`config.mk`:
```
export PLATFORM = sky130hd
export DESIGN_NAME = load_store_unit
export DESIGN_NICKNAME = d
export VERILOG_FILES = /design/src/rtl/load_store_unit.sv
export SDC_FILE = /design/constraint.sdc
export NUM_CORES = 1
export LEC_CHECK = 0
export ABC_AREA = 1
export CORE_ASPECT_RATIO = 1.2
export CORE_UTILIZATION = 45
export DETAILED_ROUTE_END_ITERATION = 10
export PLACE_DENSITY = 0.86
export SLEW_MARGIN = 5
export SYNTH_ARGS = -nofsm -noshare
export SYNTH_HDL_FRONTEND = slang
export SYNTH_SLANG_ARGS = --single-unit
```
`constraint.sdc`:
```
create_clock -name clk -period 1.5 [get_ports clk]
set_input_delay 0.3 -clock clk [delete_from_list [all_inputs] [get_ports clk]]
set_output_delay 0.3 -clock clk [all_outputs]
set_load 0.005 [all_outputs]
```
`src/rtl/load_store_unit.sv`:
```
// load_store_unit: byte/half/word load-store sequencer with ack timeout; LSU_MISALIGN_TRAP_EN traps misaligned accesses
module load_store_unit #(
  parameter int TIMEOUT_CYCLES = 15
) (
  input  logic        clk,
  input  logic        rst,
  input  logic        start_rd,
  input  logic        start_wr,
  input  logic [2:0]  funct3,
  input  logic [31:0] addr,
  input  logic [31:0] wdata,
  output logic        mem_req,
  output logic        mem_we,
  output logic [31:0] mem_addr,
  output logic [3:0]  mem_be,
  output logic [31:0] mem_wdata,
  input  logic [31:0] mem_rdata,
  input  logic        mem_ack,
  output logic [31:0] rdata,
  output logic        done,
  output logic        err,
  output logic        busy
);
  typedef enum logic [1:0] {IDLE, ACCESS, DONE, ERROR} state_t;
  state_t state_q, state_d;
  logic [31:0] addr_q, addr_d, wdata_q, wdata_d, rdata_q, rdata_d;
  logic [2:0] funct3_q, funct3_d;
  logic we_q, we_d;
  logic [7:0] cnt_q, cnt_d;
  logic illegal, misalign, acc;
  logic [1:0] size;
  logic [4:0] sh;
  logic [3:0] be;
  logic [31:0] lane, ld_val, wd_rep;
  always_comb begin
    illegal = start_wr ? (funct3[2] | (funct3[1:0] == 2'b11)) : ((funct3 == 3'd3) | (funct3[2:1] == 2'b11));
`ifdef LSU_MISALIGN_TRAP_EN
    misalign = ((funct3[1:0] == 2'b01) & addr[0]) | ((funct3[1:0] == 2'b10) & (|addr[1:0]));
`else
    misalign = 1'b0;
`endif
    size = funct3_q[1:0];
    acc = state_q == ACCESS;
    be = size == 2'd0 ? 4'b0001 << addr_q[1:0] : size == 2'd1 ? 4'b0011 << {addr_q[1], 1'b0} : 4'b1111;
    sh = size == 2'd0 ? {addr_q[1:0], 3'b000} : size == 2'd1 ? {addr_q[1], 4'b0000} : 5'd0;
    lane = mem_rdata >> sh;
    ld_val = size == 2'd0 ? {{24{~funct3_q[2] & lane[7]}}, lane[7:0]} :
             size == 2'd1 ? {{16{~funct3_q[2] & lane[15]}}, lane[15:0]} : lane;
    wd_rep = size == 2'd0 ? {4{wdata_q[7:0]}} : size == 2'd1 ? {2{wdata_q[15:0]}} : wdata_q;
    mem_req = acc;
    mem_we = acc & we_q;
    mem_addr = acc ? {addr_q[31:2], 2'b00} : 32'd0;
    mem_be = acc ? be : 4'b0000;
    mem_wdata = acc ? wd_rep : 32'd0;
    rdata = rdata_q;
    done = state_q == DONE;
    err = state_q == ERROR;
    busy = state_q != IDLE;
  end
  always_comb begin
    state_d = state_q;
    addr_d = addr_q;
    wdata_d = wdata_q;
    funct3_d = funct3_q;
    we_d = we_q;
    cnt_d = cnt_q;
    rdata_d = rdata_q;
    case (state_q)
      IDLE: if (start_wr | start_rd) begin
        addr_d = addr;
        wdata_d = wdata;
        funct3_d = funct3;
        we_d = start_wr;
        cnt_d = 8'd0;
        state_d = (illegal | misalign) ? ERROR : ACCESS;
      end
      ACCESS: if (mem_ack) begin
        state_d = DONE;
        rdata_d = we_q ? rdata_q : ld_val;
      end else if (cnt_q == 8'(TIMEOUT_CYCLES - 1)) begin
        state_d = ERROR;
      end else begin
        cnt_d = cnt_q + 8'd1;
      end
      default: begin
        state_d = IDLE;
        cnt_d = 8'd0;
      end
    endcase
  end
  always_ff @(posedge clk) begin
    if (rst) begin
      state_q <= IDLE;
      addr_q <= '0;
      wdata_q <= '0;
      funct3_q <= '0;
      we_q <= 1'b0;
      cnt_q <= '0;
      rdata_q <= '0;
    end else begin
      state_q <= state_d;
      addr_q <= addr_d;
      wdata_q <= wdata_d;
      funct3_q <= funct3_d;
      we_q <= we_d;
      cnt_q <= cnt_d;
      rdata_q <= rdata_d;
    end
  end
endmodule

```
==> flow_metrics.tcl <==
set metrics [dict create \
    status "finished with violations" \
    violations "negative setup slack" \
    timing.final.crit_share 1.45 \
    min_path_type "register to register" \
    grt_pass1_vias 7261 \
    ir_worst_vdd_mv 0.843 \
    avgViaCountPerCell 6.12 \
    grt_pass1_wl_um 34100 \
    rows 44 \
    routedWlPerCell_um 22.2 \
    die-area_um2 13200 \
    grt_antenna_before_repair 1 \
    cp_num_buf_inv 5 \
    drt-total-wl_um 30800 \
    cts.sinks 110 \
    route.detailed.drc 0 \
    synth-edff-count 0 \
    power_density_nw_per_um2 1070 \
    dp.final_hpwl_um 13200 \
    share_seq_of_total_power 0.313 \
    n_antenna_cell 0 \
    clock_skew_ns 0.0120 \
    gp_congestion 0.906 \
    syn_to_final_growth_pct 86.3 \
    nets 1326 \
    rrSetupSlack_ns -0.68 \
    p_clk_frac 0.225 \
    die_w_um 105 \
    stdcell_area_um2 10700 \
    clock_latency_ns 0.37 \
    worstRegToRegCells 11 \
    utilization 0.872 \
    cts_inserted_buffers 9 \
    slowest_stage "dfxtp_4" \
    rsz0062_at_grt "true" \
    wl_met3_um 3550 \
    synth_cells 907 \
    leakage_nw 5.17 \
    first_pass_iters 6 \
    drv_slew 0 \
    cp.required_ns 1.73 \
    post_dp_cell_area_um2 8470 \
    path_delay_family "simple AND/OR/NAND/NOR gates" \
    worstMarginPinSlew_ns 0.551 \
    coreArea_um2 12300 \
    drtAntennaViolNets 0 \
    htree_levels 3 \
    yosysUniqueCellTypes 31 \
    topRoutingLayerUsed "met5" \
    max_stage_delay_ns 0.37 \
    die_y_um 126 \
    path_clk_slew_ns 0.08 \
    fmax_ghz 0.458 \
    swShare 0.379 \
    cp_max_fo 6 \
    drive_gt1_frac 0.379 \
    async_flop_share 0 \
    grt_max_degree 41 \
    io_buffer_count 206 \
    cts_tree "yes" \
    synth_area_per_cell_um2 6.33 \
    switching_power_w 0.00435 \
    post-place-cells 1299 \
    track_usage 0.322 \
    wl_met2_um 14600 \
    min_to "addr_q[29]$_SDFFE_PP0P_" \
    arrival_ns 2.41 \
    floorplan.initialDensity 0.468 \
    seq_area_frac_synth 0.383 \
    start_kind "register" \
    timing.final.ws_setup_ns -0.682 \
    synth_seq_cells 110 \
    r2r_end "rdata[31]$_SDFFE_PP0P_" \
    finalSetupTns_ns -38.66 \
    synth_top_flop_cell "dfxtp_1" \
    io_pins 209 \
    fin_crit_ns 2.18 \
    layout.cells.non_filler 1386 \
    maxCapViolCount 0 \
    ys_warn_count 0 \
    cts_root_buf "clkbuf_16" \
    setup_viol 154 \
    pwr-share-comb 0.462 \
    intPower_w 0.00713 \
    slew-limit-headroom 0.631 \
    vias 8478 \
    synth_area_um2 5750 \
    end_kind "register" \
    hold_viol 0 \
    cts-hold-fix-buffers 0 \
    r2r_start "funct3_q[1]$_SDFFE_PP0P_" \
    met1_length_um 9440 \
    worstSetupPathType "register to register" \
    grt_remaining_overflow 0 \
    cts_buffer_depth 2 \
    hold_path_startpoint "addr_q[29]$_SDFFE_PP0P_" \
    worstHoldPathCells 2 \
    drt_iter0_drc 1094 \
    path_cells "buf_8, buf_4, nor2_4, buf_6, inv_4, nand3_4, nand3_4, buf_8, nand3_2, nor2_1, nor2_1" \
]
## cell usage after synthesis, types with 7 or more instances
cell / instances / area [µm²]
o21ai_0: 75 / 375
a21oi_1: 75 / 375
clkbuf_1: 25 / 93.8
buf_2: 14 / 70.1
o211ai_1: 9 / 67.6
dfxtp_1: 110 / 2200
nand2_1: 174 / 653
buf_6: 9 / 101
inv_1: 130 / 488
nand3b_1: 8 / 60.1
nor2_1: 170 / 638
nand3_1: 65 / 325
o21ai_1: 7 / 35.0
## sequential cells by signal (all words and copies together) (netlist names)
name and count:
addr_q 32, rdata 32, wdata_q 32, cnt_q 8, funct3_q 3, state_q 2, we_q 1
## power groups by stage
stage	registers (W)	logic, W	clock network [W]
after CTS	0.00351	0.00395	0.00251
after detailed placement	0.00355	0.00320	0
after global routing	0.00362	0.00555	0.00268
final	0.00360	0.00530	0.00258
after floorplan	0.00351	0.00161	0
after global placement	0.00353	0.00316	0
## cell type report
class | count | area [µm²]
clock buffers | 9 | 225
inverters | 135 | 544
clock inverters | 7 | 85.1
well taps | 161 | 201
multi-input cells | 609 | 3610
repair buffers | 355 | 3790
fillers | 501 | 1570
flip-flops and latches | 110 | 2240
## placed cells by master, fill, tap and decap left out, drive strengths merged, types with 2 or more instances in the layout
cell           instances
a21oi                 75
buf                  175
clkbuf                21
clkdlybuf4s15         32
clkdlybuf4s50        108
clkinv                 6
conb                   2
dfxtp                110
dlygate4sd2            8
dlymetal6s2s          20
ha                     2
inv                  134
nand2                177
nand3                 70
nand3b                 8
nand4                  4
nor2                 175
o211ai                 9
o21ai                 82
or2                    2
## tightest hold or removal path: cells and delay by family, from the launching register on
| kind | cells | cell delay, ns |
|---|---|---|
| buf+inv | 1 | 0.06 |
| flops | 1 | 0.31 |
| compound gates | 1 | 0.05 |
## layer usage
layer  up-vias  track usage
met3       342       0.0647
met2       858        0.595
li1       3457            -
met1      3817        0.327
met5         -            0
met4         4        0.215
## metrics by stage
step,power [W],setup slack [ns],hold WS [ns]
4_1_cts,0.00997,-0.305,0.456
6_report,0.0115,-0.682,0.455
3_3_place_gp,0.00669,-0.274,0.438
3_5_place_dp,0.00675,-0.288,0.445
2_1_floorplan,0.00513,0.0609,0.430
5_1_grt,0.0118,-0.786,0.479
## worst max-delay path by stage
stage,depth (start not counted),startpoint,endpoint,slack [ns]
after floorplan,5,state_q[0]$_SDFFE_PP0P_,mem_wdata[23],0.06
after global placement,9,funct3_q[1]$_SDFFE_PP0P_,mem_wdata[28],-0.27
after detailed placement,9,funct3_q[1]$_SDFFE_PP0P_,mem_wdata[28],-0.29
after CTS,7,funct3_q[1]$_SDFFE_PP0P_,mem_be[1],-0.31
after global routing,11,funct3_q[1]$_SDFFE_PP0P_,rdata[31]$_SDFFE_PP0P_,-0.79
final,11,funct3_q[1]$_SDFFE_PP0P_,rdata[31]$_SDFFE_PP0P_,-0.68
## cells by family (layout without fill, tap and decap cells)
kind of cell | count (synthesis) | count (layout) | synth area share
simple gates | 435 | 437 | 0.318
compound gates | 167 | 167 | 0.150
flops | 110 | 110 | 0.383
other cells | 1 | 2 | 0.000653
buf+inv | 191 | 506 | 0.143
fa+ha+maj | 2 | 2 | 0.00435
xor+xnor | 1 | 1 | 0.00152
## what timing repair did
item / CTS / global route
cloned: 8 / 13
pin swaps: 59 / 74
setup buffers: 36 / 25
setup endpoints to repair: 127 / 183
gates resized for setup: 409 / 273
No activity file was read; power rests on OpenSTA's default activity.
